<file path="config.mk">
export PLATFORM = sky130hd
export DESIGN_NAME = tmr_fault_monitor
export DESIGN_NICKNAME = d
export VERILOG_FILES = /design/src/rtl/tmr_fault_monitor.sv
export SDC_FILE = /design/constraint.sdc
export NUM_CORES = 1
export LEC_CHECK = 0
export BUFFER_PORTS_ARGS = -buffer_cell sky130_fd_sc_hd__buf_2
export CAP_MARGIN = 20
export CORE_ASPECT_RATIO = 1.25
export CORE_MARGIN = 5
export CORE_UTILIZATION = 40
export CTS_BUF_LIST = sky130_fd_sc_hd__clkbuf_4 sky130_fd_sc_hd__clkbuf_8
export CTS_CLUSTER_DIAMETER = 40
export DETAILED_ROUTE_END_ITERATION = 7
export GPL_TIMING_DRIVEN = 0
export PLACE_DENSITY = 0.64
export SLEW_MARGIN = 10
export SYNTH_ARGS = -nofsm -noshare
export SYNTH_HDL_FRONTEND = slang
export SYNTH_SLANG_ARGS = --single-unit
</file>
<file path="constraint.sdc">
create_clock -name clock -period 2.3 [get_ports clock]
set_clock_uncertainty 0.05 [all_clocks]
set_input_delay 0.23 -clock clock [delete_from_list [all_inputs] [get_ports clock]]
set_output_delay 0.23 -clock clock [all_outputs]
set_load 0.1 [all_outputs]
</file>
<file path="src/rtl/tmr_fault_monitor.sv">
// Health monitor behind a 2-of-3 voter: samples the three lanes plus the voter's
// outputs, counts per-lane miscompares, tracks runs of faults on one lane and
// walks HEALTHY -> TRANSIENT -> DEGRADED -> FAILED, with a sticky flag for
// samples where the voter itself contradicts its lanes.
module tmr_fault_monitor #(
    parameter int PERSIST_N = 4,
    parameter int CNT_W     = 4
) (
    input  logic             clock,
    input  logic             reset,
    input  logic             lane_a,
    input  logic             lane_b,
    input  logic             lane_c,
    input  logic             voted,
    input  logic             voter_error,
    input  logic             clear,
    input  logic [1:0]       cnt_sel,
    output logic [1:0]       state,
    output logic [1:0]       iso_lane,
    output logic             alarm,
    output logic             incons,
    output logic [CNT_W-1:0] err_count
);

    localparam logic [1:0] ST_HEALTHY   = 2'b00;
    localparam logic [1:0] ST_TRANSIENT = 2'b01;
    localparam logic [1:0] ST_DEGRADED  = 2'b10;
    localparam logic [1:0] ST_FAILED    = 2'b11;

    localparam logic [1:0] LANE_NONE = 2'b00;
    localparam logic [1:0] LANE_A    = 2'b01;
    localparam logic [1:0] LANE_B    = 2'b10;
    localparam logic [1:0] LANE_C    = 2'b11;

    // Run length only needs to reach PERSIST_N, which is at most 15.
    localparam int               RUN_W   = 4;
    localparam logic [RUN_W-1:0] PERSIST = RUN_W'(PERSIST_N);
    localparam logic [CNT_W-1:0] CNT_MAX = '1;

    logic             smp_a, smp_b, smp_c, smp_voted, smp_err;
    logic             lanes_agree, majority, inconsistent, persist_hit;
    logic [1:0]       fault_lane;
    logic [1:0]       run_lane, run_lane_nxt;
    logic [RUN_W-1:0] run_len, run_len_nxt;
    logic [1:0]       state_nxt, iso_nxt;
    logic [CNT_W-1:0] cnt [3];

    // Sample stage: every decision below looks only at these registered copies.
    always_ff @(posedge clock or posedge reset) begin
        if (reset) begin
            smp_a     <= 1'b0;
            smp_b     <= 1'b0;
            smp_c     <= 1'b0;
            smp_voted <= 1'b0;
            smp_err   <= 1'b0;
        end else begin
            smp_a     <= lane_a;
            smp_b     <= lane_b;
            smp_c     <= lane_c;
            smp_voted <= voted;
            smp_err   <= voter_error;
        end
    end

    assign lanes_agree = (smp_a == smp_b) && (smp_b == smp_c);
    assign majority    = (smp_a & smp_b) | (smp_a & smp_c) | (smp_b & smp_c);
    // The voter is lying if its error flag or its majority disagrees with the lanes.
    assign inconsistent = (smp_err == lanes_agree) || (smp_voted != majority);

    // With single-bit lanes, disagreement always means exactly one odd lane out.
    always_comb begin
        fault_lane = LANE_NONE;
        if (!lanes_agree) begin
            if (smp_a == smp_b)      fault_lane = LANE_C;
            else if (smp_a == smp_c) fault_lane = LANE_B;
            else                     fault_lane = LANE_A;
        end
    end

    // Run tracker: a run only continues if the previous sample faulted the same lane.
    always_comb begin
        run_lane_nxt = run_lane;
        run_len_nxt  = run_len;
        if (fault_lane == LANE_NONE) begin
            run_len_nxt = '0;
        end else if (fault_lane == run_lane && run_len != '0) begin
            run_len_nxt = (run_len >= PERSIST) ? PERSIST : run_len + RUN_W'(1);
        end else begin
            run_lane_nxt = fault_lane;
            run_len_nxt  = RUN_W'(1);
        end
    end

    assign persist_hit = (fault_lane != LANE_NONE) && (run_len_nxt == PERSIST);

    // Health state transitions; an inconsistent sample overrides everything else.
    always_comb begin
        state_nxt = state;
        iso_nxt   = iso_lane;
        if (inconsistent) begin
            state_nxt = ST_FAILED;
        end else begin
            case (state)
                ST_HEALTHY: begin
                    if (fault_lane != LANE_NONE) state_nxt = ST_TRANSIENT;
                end
                ST_TRANSIENT: begin
                    if (fault_lane == LANE_NONE) begin
                        state_nxt = ST_HEALTHY;
                    end else if (persist_hit) begin
                        state_nxt = ST_DEGRADED;
                        iso_nxt   = run_lane_nxt;
                    end
                end
                ST_DEGRADED: begin
                    if (persist_hit && fault_lane != iso_lane) state_nxt = ST_FAILED;
                end
                default: state_nxt = state;
            endcase
        end
    end

    // Monitor state registers; clear wipes everything except the sample stage.
    always_ff @(posedge clock or posedge reset) begin
        if (reset) begin
            state    <= ST_HEALTHY;
            iso_lane <= LANE_NONE;
            alarm    <= 1'b0;
            incons   <= 1'b0;
            run_lane <= LANE_NONE;
            run_len  <= '0;
            for (int i = 0; i < 3; i++) cnt[i] <= '0;
        end else if (clear) begin
            state    <= ST_HEALTHY;
            iso_lane <= LANE_NONE;
            alarm    <= 1'b0;
            incons   <= 1'b0;
            run_lane <= LANE_NONE;
            run_len  <= '0;
            for (int i = 0; i < 3; i++) cnt[i] <= '0;
        end else begin
            state    <= state_nxt;
            iso_lane <= iso_nxt;
            alarm    <= (state_nxt == ST_FAILED);
            incons   <= incons | inconsistent;
            run_lane <= run_lane_nxt;
            run_len  <= run_len_nxt;
            for (int i = 0; i < 3; i++) begin
                if (fault_lane == 2'(i + 1) && cnt[i] != CNT_MAX) cnt[i] <= cnt[i] + CNT_W'(1);
            end
        end
    end

    // Counter readout mux, no register in the path so cnt_sel takes effect at once.
    always_comb begin
        case (cnt_sel)
            2'b00:   err_count = cnt[0];
            2'b01:   err_count = cnt[1];
            2'b10:   err_count = cnt[2];
            default: err_count = '0;
        endcase
    end

endmodule

</file>
==> results.ini, run 1 <==
[finish]
final_common_cell = dfrtp_1
final_cell_mix = dfrtp_1 (29), buf_2 (20), nand2_1 (13), nor2_1 (10), a21oi_1 (8)
area_growth_pct = 20.41
drive_above_1_share_pct = 19.25
seq_area_um2 = 725.7
fillers = 372
design_area_mm2 = 0.001919
antennaDiodeCount = 0
multiInputGateArea_um2 = 848.3
nets = 205

[synth]
yosysUniqueCellTypes = 42
synth_seq_area_share_pct = 45.53
synth_top_area_cell = dfrtp_1
synth-main-ff-cell = dfrtp_1
yosys.area_share.xor_xnor_pct = 4.945
yosys-top-cells-area = dfrtp_1 (46%), ha_1 (6.3%), mux2i_1 (3.8%), nand2_1 (3.1%), xor2_1 (2.7%)
synth_compound_area_share_pct = 16.48
synth_fp_nets = 176
synth_edf_count = 0
synth_adder_area_share_pct = 6.279
syn_area_mm2 = 0.001594
synth-seq-cells = 29
post_synth_and_or_nand_nor_area_fraction_pct = 18.84
synth_top_family_by_area = simple AND/OR/NAND/NOR gates
postSynthAreaPerCell_um2 = 10.09
postSynthCellCount = 158
synthMuxAreaShare_pct = 5.181
ys.warnings.count = 0
async_flop_share_pct = 100.0
yosys.area.top_type_share_pct = 45.53

[pwr]
seq_power_share_pct = 43.7
p_clk_share_pct = 32.2
swShare_pct = 31.99
power.total_uw = 1323
p_int_uw = 899.9
powerDensity_mw_per_mm2 = 689.4
power.leakage_uw = 0.0008668
p_sw_uw = 423.3
ir_worst_vdd_mv = 0.3706
power_frac_comb_pct = 24.1

[run]
maxCapViolations = 0

[sta]
setup_viol = 0
rsz0062_at_grt = true
layout_setup_ws_ns = 0.1136
relSlewSlack_pct = 61.75
fmax_mhz = 457.4
hold_viol_final = 0
period_needed_ns = 2.186
tightest_slew_ns = 0.5688
drv_slew = 0
period_share_pct = 95.06

[global_routing]
grt_pass1_wl_um = 5692
grt_max_degree = 20
grt_pass1_vias = 1270
antenna_found_initial = 0
overflow = 0
grt_usage_pct = 14.25

[clock_network]
cts_root_buf = clkbuf_8
htree_levels = 2
clock_latency_ns = 0.28
cts_buffer_depth = 2
cts_setup_buffers = 0
clk_pin_slew_ns = 0.06
clock_sinks = 29
cts_made_buffers = 5
tritoncts = built

[worst_setup_path]
r2r_slack_ns = 0.11
r2r_end = iso_lane[1]
r2r-start = smp_a
worstSetupEndpointType = flip-flop
critical_path_class = flip-flop to flip-flop
cp.required_ns = 2.41
critical_path_arrival_ns = 2.30
worst-path-max-fanout = 3
startpoint_type = flip-flop
rr_worst_depth = 5

[place]
hpwlAfterDp_um = 2591
dp_worst_setup_slack_ns = 0.07910
port_buffers = 18
gp_congestion = 0.8947
place_area_mm2 = 0.001779

[min_path]
worstHoldPathCells = 1
whs_endpoint = smp_c
hold_path_class = input pin to flip-flop
min-delay-start = lane_c

[floorplan]
dieArea_mm2 = 0.005355
die_w_um = 66.46
initial_core_util_pct = 41.77
coreArea_mm2 = 0.003816
die_h_um = 80.58
num_rows = 25
ioPinCount = 20

[detailed_routing]
finalWirelength_um = 3314
ant_nets = 0
post-route-drc-count = 0
post_drt_wl_per_cell_um = 13.75
drt_iter0_drc = 43
dr_total_vias = 1252
dr.pass1.iters = 4
viasPerCell = 5.195

[outcome]
outcome = complete, no violations

-- power groups by stage --
stage	logic, µW	registers [µW]	clock network (µW)
global placement	299	584	0
finish	319	578	426
floorplan	198	628	0
detailed placement	310	586	0
CTS	314	577	444
global route	349	582	470
-- registers in the layout, indices dropped and copies added (netlist names) --
signal and count:
run_len 4, smp_a 1, cnt 12, smp_err 1, smp_c 1, smp_voted 1, alarm 1, incons 1
run_lane 2, state 2, iso_lane 2, smp_b 1
-- worst max-delay path by stage --
stage	from	endpoint	slack [ns]	cells after the start
2_1_floorplan	cnt_sel[1]	err_count[0]	0.1	3
3_3_place_gp	smp_b	state[0]	0.09	6
3_5_place_dp	smp_b	state[0]	0.08	6
4_1_cts	smp_b	state[0]	0.05	6
5_1_grt	smp_a	iso_lane[1]	-0.002	5
6_report	smp_a	iso_lane[1]	0.11	5
-- what timing repair did --
item / 4_1_cts / 5_1_grt
resized for setup: 0 / 4
setup endpoints to repair: 0 / 4
endpoints found under the hold margin: 11 / 1
hold buffers: 2 / 1
-- final cells by class --
class | count | share of cell area, %
Clock buffer | 7 | 4.694
Multi-Input combinational cell | 119 | 44.20
Inverter | 5 | 0.9778
Timing Repair Buffer | 22 | 7.692
Sequential cell | 29 | 37.81
Tap cell | 54 | 3.520
Buffer | 5 | 1.108
-- worst max-delay path, cell delays in order (launching register included) --
cell and delay, ns:
dfrtp_1 0.39, ha_1 0.22, or4_4 0.57, a221oi_4 0.32, nand4_1 0.18, mux2_1 0.34
-- logic make-up (layout without fill, tap and decap cells) --
family	after synthesis	in the layout
flip-flops	29	29
XOR/XNOR	9	9
buffers and inverters	10	39
AND/OR/NAND/NOR	57	57
multiplexers	8	8
AO/OA/AOI/OAI	36	36
adder cells (fa/ha/maj)	8	8
other	1	1
-- metal layers --
layer | vias to the layer above | part of all wire, % | track usage, %
met5 | - | 0 | 0
met4 | 0 | 2.1 | 6.911
met3 | 7 | 4.5 | 4.476
met2 | 32 | 49 | 23.73
met1 | 595 | 44 | 16.29
li1 | 618 | - | -
-- metrics by stage --
stage          setup TNS [ns]  hold slack, ns  utilization, %  std cells
3_5_place_dp                0          0.2322           46.62        231
2_1_floorplan               0          0.2114               -        158
3_3_place_gp                0          0.2912           45.90        230
5_1_grt             -0.001833        0.001621           50.30        241
4_1_cts                     0        0.004121           49.51        240
6_report                    0         0.01294           50.30        241
-- synthesized netlist by cell type, types with 2 or more instances --
library cell	n
nand3_1	4
a211oi_1	2
a21oi_1	8
o21ai_0	8
nand4_1	3
buf_2	2
o21ai_1	2
mux2_1	2
dfrtp_1	29
mux2i_1	6
nor2_1	10
nor3_1	5
or3_1	3
nand2_1	13
inv_1	5
nand3b_1	2
nand2b_1	4
ha_1	8
xnor2_1	4
nor2b_1	6
a21boi_1	2
a31oi_1	3
xor2_1	5
clkbuf_1	3
nor3b_1	2
(Power assumes the default switching activity.)
==> inputs of run 2 (changes only) <==
- CORE_UTILIZATION: 40 -> 55
- PLACE_DENSITY: 0.64 -> 0.81
- SETUP_SLACK_MARGIN: default -> 0.3
==> run 2 against run 1 <==
First-iteration DRC count is 98% higher. Clock power down 22%. Sequential share of layout area is 2.8 points lower. Worst hold slack improved by 0.18 ns. Cell area grew 8.5%. Critical path type unchanged. Largest power group unchanged.
==> results.ini, run 2 (synthesized netlist as in run 1, its figures left out) <==
[outcome]
outcome = complete, no violations  ; unchanged

[min_path]
min-delay-start = clear  ; was lane_c
worstHoldPathCells = 3  ; was 1
whs_endpoint = state[1]  ; was smp_c
hold_path_class = input pin to flip-flop  ; unchanged

[finish]
multiInputGateArea_um2 = 987.2  ; was 848.3 µm²
largest_register_ffs = 12  ; unchanged
final_common_cell = dfrtp_1  ; unchanged
seq_area_um2 = 729.5  ; was 725.7 µm²
regMostFlops = cnt  ; unchanged
final_cell_mix = dfrtp_1 (26), buf_2 (18), nand2_1 (13), nor2_1 (9), a21oi_1 (8)  ; was dfrtp_1 (29), buf_2 (20), nand2_1 (13), nor2_1 (10), a21oi_1 (8)
area_growth_pct = 30.61  ; was 20.41%
fillers = 158  ; was 372
reg_top3 = cnt (12), run_len (4)  ; unchanged
drive_above_1_share_pct = 33.85  ; was 19.25%
antennaDiodeCount = 0  ; unchanged
nets = 213  ; was 205

[worst_setup_path]
startpoint_type = flip-flop  ; unchanged
r2r_slack_ns = 0.06  ; was 0.11 ns
worstSetupPathDepth = 5  ; unchanged
critical_path_class = flip-flop to flip-flop  ; unchanged
cp.required_ns = 2.47  ; was 2.41 ns
critical_path_arrival_ns = 2.41  ; was 2.30 ns
slowest_stage = or4_4  ; unchanged
r2r-start = smp_b  ; was smp_a
critPathTopFamily = simple AND/OR/NAND/NOR gates  ; unchanged
worst-path-max-fanout = 2  ; was 3
rr_worst_depth = 5  ; unchanged
worst-path-buf-inv = 0  ; unchanged
worstSetupEndpointType = flip-flop  ; unchanged
critical_path.max_stage_delay_ns = 0.56  ; was 0.57 ns
r2r_end = iso_lane[0]  ; was iso_lane[1]
crit_chain = ha_4 > or4_4 > a221oi_4 > nand4_1 > mux2_4  ; was ha_1 > or4_4 > a221oi_4 > nand4_1 > mux2_1

[floorplan]
die_h_um = 70.19  ; was 80.58 µm
initial_core_util_pct = 58.33  ; was 41.77%
coreArea_mm2 = 0.002733  ; was 0.003816 mm²
ioPinCount = 20  ; unchanged
num_rows = 21  ; was 25
dieArea_mm2 = 0.004082  ; was 0.005355 mm²
die_w_um = 58.15  ; was 66.46 µm

[clock_network]
cts_root_buf = clkbuf_4  ; was clkbuf_8
cts_made_buffers = 5  ; unchanged
clk_pin_slew_ns = 0.09  ; was 0.06 ns
clock_sinks = 29  ; unchanged
htree_levels = 2  ; unchanged
cts_buffer_depth = 2  ; unchanged
clock_latency_ns = 0.33  ; was 0.28 ns
tritoncts = built  ; unchanged

[global_routing]
grt_max_degree = 30  ; was 20
grt_usage_pct = 20.24  ; was 14.25%
grt_pass1_vias = 1382  ; was 1270
grt_pass1_wl_um = 6285  ; was 5692 µm
overflow = 0  ; unchanged
antenna_found_initial = 0  ; unchanged

[pwr]
powerDensity_mw_per_mm2 = 629.4  ; was 689.4 mW/mm²
power.total_uw = 1310  ; was 1323 µW
power.leakage_uw = 0.0009213  ; was 0.0008668 µW
ir_worst_vdd_mv = 0.3560  ; was 0.3706 mV

[detailed_routing]
post_drt_wl_per_cell_um = 18.67  ; was 13.75 µm
viasPerCell = 6.079  ; was 5.195
ant_nets = 0  ; unchanged
dr.pass1.iters = 4  ; unchanged
post-route-drc-count = 0  ; unchanged
dr_total_vias = 1392  ; was 1252
finalWirelength_um = 4275  ; was 3314 µm
drt_iter0_drc = 85  ; was 43

[sta]
fmax_mhz = 447.2  ; was 457.4 MHz
period_needed_ns = 2.236  ; was 2.186 ns
rsz0062_at_grt = true  ; unchanged
setup_viol = 0  ; unchanged
fin_setup_tns_ns = 0  ; unchanged
relSlewSlack_pct = 66.60  ; was 61.75%
tightest_slew_ns = 0.5010  ; was 0.5688 ns
hold_viol_final = 0  ; unchanged
period_share_pct = 97.23  ; was 95.06%
drv_slew = 0  ; unchanged

[place]
port_buffers = 18  ; unchanged
gp_congestion = 0.8014  ; was 0.8947
hpwlAfterDp_um = 2568  ; was 2591 µm

[run]
maxCapViolations = 0  ; unchanged

run 2: power breakdown:
part / internal [µW] / switching, µW / leakage [µW] / total, µW
Combinational: 150 / 246 / 0.000513 / 396
Sequential: 543 / 40.4 / 0.000373 / 583
Clock: 156 / 175 / 0.0000348 / 331
Total: 848 / 462 / 0.000921 / 1310
run 2: metrics by stage:
step | setup slack, ns | hold WS, ns | cells | area (µm²) | util [%]
6_report | 0.06377 | 0.1897 | 229 | 2082 | 76.19
5_1_grt | 0.01891 | 0.1899 | 229 | 2082 | 76.19
4_1_cts | 0.1377 | 0.1497 | 225 | 1914 | 70.05
3_5_place_dp | 0.03587 | 0.2933 | 210 | 1745 | 63.87
3_3_place_gp | 0.1080 | 0.2893 | 210 | 1745 | 63.87
2_1_floorplan | 0.2444 | 0.2114 | 158 | 1613 | -
run 2: what timing repair did:
item                                   4_1_cts  5_1_grt
hold buffers                                 5        1
cloned                                       0        0
buffers inserted                             3        2
pin swaps                                    1        8
resized for setup                            8       24
setup endpoints to repair                    8       11
endpoints found under the hold margin        5        6
run 2: final cells by class:
| cell class | count | share of cell area [%] |
|---|---|---|
| inverters | 5 | 0.9014 |
| plain buffers | 5 | 1.442 |
| well taps | 34 | 2.043 |
| flip-flops and latches | 29 | 35.04 |
| multi-input cells | 119 | 47.42 |
| repair buffers | 30 | 10.34 |
| clock buffers | 7 | 2.825 |
run 2: worst max path at each step:
stage / from / to / slack [ns]
final: smp_b / iso_lane[0] / 0.06
after global placement: smp_b / state[0] / 0.11
after floorplan: smp_b / state[0] / 0.24
after detailed placement: smp_b / state[0] / 0.04
after global routing: smp_c / iso_lane[1] / 0.02
after CTS: smp_a / iso_lane[0] / 0.14
run 2: worst reg2reg max path, stage by stage, from the launching register on:
cell      delay (ns)
dfrtp_2         0.46
ha_4            0.18
or4_4           0.56
a221oi_4        0.34
nand4_1         0.21
mux2_4          0.34
run 2: metal layers:
metal	vias up	wire [µm]	global-route usage [%]
li1	638	-	-
met1	684	1594	22.80
met2	55	2344	33.92
met3	15	195	4.236
met4	0	140	12.63
met5	-	0	0
==> inputs of run 3 (changes only) <==
- clock period: 2.3 -> 2.65 ns (I/O delays scaled with it)
==> run 3 against run 2 <==
Cell area fell by 9.2%. Global-route usage fell by 1.7 points. Die area did not move. Highest routed layer unchanged. Count of clock-buffer cells in the layout fell by 2. Setup slack improved by 0.31 ns. Register-to-register slack improved by 0.31 ns. Wire length fell by 21%. First-iteration DRC count fell by 73%. Worst hold slack got worse by 0.047 ns. Total power fell by 20%.
==> results.ini, run 3 (synthesized netlist as in run 1, its figures left out) <==
[finish]
area_growth_pct = 18.60  ; was 30.61%
antennaDiodeCount = 0  ; unchanged
final_cell_mix = dfrtp_1 (29), buf_2 (20), nand2_1 (13), nor2_1 (10)  ; was dfrtp_1 (26), buf_2 (18), nand2_1 (13), nor2_1 (9), a21oi_1 (8)
largest_register_ffs = 12  ; unchanged
reg_top3 = cnt (12), run_len (4)  ; unchanged
final_common_cell = dfrtp_1  ; unchanged
drive_above_1_share_pct = 19.37  ; was 33.85%
final_cells = 225  ; was 229
nets = 208  ; was 213
regMostFlops = cnt  ; unchanged

[sta]
tightest_slew_ns = 0.6179  ; was 0.5010 ns
drv_slew = 0  ; unchanged
period_needed_ns = 2.275  ; was 2.236 ns
layout_setup_ws_ns = 0.3752  ; was 0.06377 ns
fin_setup_tns_ns = 0  ; unchanged
fmax_mhz = 439.6  ; was 447.2 MHz
rsz0062_at_grt = false  ; was true
hold_viol_final = 0  ; unchanged
period_share_pct = 85.84  ; was 97.23%
relSlewSlack_pct = 58.45  ; was 66.60%
setup_viol = 0  ; unchanged
whs_ns = 0.1423  ; was 0.1897 ns

[clock_network]
cts_setup_buffers = 0  ; was 3
clk_pin_slew_ns = 0.09  ; about the same
tritoncts = built  ; unchanged
cts_root_buf = clkbuf_4  ; unchanged
cts_made_buffers = 5  ; unchanged
clock_sinks = 29  ; unchanged
clock_latency_ns = 0.35  ; was 0.33 ns
htree_levels = 2  ; unchanged
cts_buffer_depth = 2  ; unchanged

[detailed_routing]
viasPerCell = 5.733  ; was 6.079
dr_total_vias = 1290  ; was 1392
drt_iter0_drc = 23  ; was 85
ant_nets = 0  ; unchanged
dr.pass1.iters = 4  ; unchanged
post-route-drc-count = 0  ; unchanged
post_drt_wl_per_cell_um = 15.03  ; was 18.67 µm
finalWirelength_um = 3381  ; was 4275 µm

[floorplan]
coreArea_mm2 = 0.002733  ; unchanged
initial_core_util_pct = 58.33  ; unchanged
die_h_um = 70.19  ; unchanged
ioPinCount = 20  ; unchanged
die_w_um = 58.15  ; unchanged
dieArea_mm2 = 0.004082  ; unchanged
num_rows = 21  ; unchanged

[worst_setup_path]
worst-path-max-fanout = 3  ; was 2
critical_path_class = flip-flop to flip-flop  ; unchanged
cp.required_ns = 2.83  ; was 2.47 ns
critical_path_arrival_ns = 2.46  ; was 2.41 ns
worst-path-buf-inv = 0  ; unchanged
crit_chain = ha_1 > or4_4 > a221oi_4 > nand4_1 > mux2_4  ; was ha_4 > or4_4 > a221oi_4 > nand4_1 > mux2_4
critical_path.max_stage_delay_ns = 0.58  ; was 0.56 ns
worstSetupEndpointType = flip-flop  ; unchanged
startpoint_type = flip-flop  ; unchanged
rr_worst_depth = 5  ; unchanged
worstSetupPathDepth = 5  ; unchanged
slowest_stage = or4_4  ; unchanged
critPathTopFamily = simple AND/OR/NAND/NOR gates  ; unchanged

[pwr]
power.total_uw = 1052  ; was 1310 µW
power.leakage_uw = 0.0008631  ; was 0.0009213 µW
powerDensity_mw_per_mm2 = 556.4  ; was 629.4 mW/mm²
ir_worst_vdd_mv = 0.5476  ; was 0.3560 mV

[place]
placed_cells = 210  ; unchanged
port_buffers = 18  ; unchanged
hpwlAfterDp_um = 2497  ; was 2568 µm
gp_congestion = 0.7956  ; was 0.8014
dp_worst_setup_slack_ns = 0.4007  ; was 0.03587 ns

[outcome]
outcome = complete, no violations  ; unchanged

[global_routing]
grt_pass1_wl_um = 5796  ; was 6285 µm
overflow = 0  ; unchanged
antenna_found_initial = 0  ; unchanged
grt_pass1_vias = 1309  ; was 1382
grt_max_degree = 30  ; unchanged
grt_usage_pct = 18.52  ; was 20.24%

[min_path]
hold_path_class = input pin to flip-flop  ; unchanged
worstHoldPathCells = 3  ; unchanged

[run]
maxCapViolations = 0  ; unchanged

run 3: cell types whose count changed in the layout (fill, tap and decap cells not counted), sizes merged:
cell,previous run,this run
clkbuf,11,8
clkinvlp,0,1
buf,25,21
clkinv,1,3
run 3: per-layer routing:
metal  vias to the layer above  routed length [µm]  global-route usage [%]  part of all wire, %
met3                         7                 161                   6.262                  4.8
met2                        27                1761                   31.28                   52
met5                         -                   0                       0                    0
met4                         0                  78                   7.732                  2.3
met1                       625                1379                   20.85                   41
li1                        631                   -                       -                    -
run 3: path summary, 6_finish.rpt:
path                       slack (ns)          end        from
setup / recovery                 0.38  iso_lane[1]       smp_a
hold / removal                   0.14     state[1]       clear
max in group asynchronous        1.85     state[0]       reset
hold reg to reg                  0.39   run_len[1]  run_len[2]
min in group asynchronous        0.31       incons       reset
setup reg to reg                 0.38  iso_lane[1]       smp_a
run 3: area by class of cell:
class | count | area (µm²)
repair buffers | 25 | 177.7
flip-flops and latches | 29 | 725.7
multi-input cells | 119 | 849.6
clock buffers | 5 | 37.54
well taps | 34 | 42.54
fillers | 218 | 842.1
clock inverters | 3 | 17.52
inverters | 5 | 18.77
plain buffers | 5 | 21.27
run 3: power by group:
group          internal, µW  switching, µW  leakage, µW
registers               471           30.0     0.000376
logic                  96.3            185     0.000456
clock network          99.7            170    0.0000310
total                   667            385     0.000863
run 3: stage by stage:
step | util, % | area [µm²]
floorplan | - | 1594
global placement | 63.19 | 1727
detailed placement | 63.19 | 1727
CTS | 67.03 | 1832
global route | 69.19 | 1891
finish | 69.19 | 1891
run 3: worst reg2reg max path, stage by stage (launching register included):
cell and delay [ns]:
dfrtp_1 0.40, ha_1 0.23, or4_4 0.58, a221oi_4 0.33
nand4_1 0.23, mux2_4 0.35
run 3: repair_timing:
item	CTS	global route
endpoints found under the hold margin	5	6
hold buffers	5	1
resized for setup	0	4
endpoints found under the setup margin	0	3
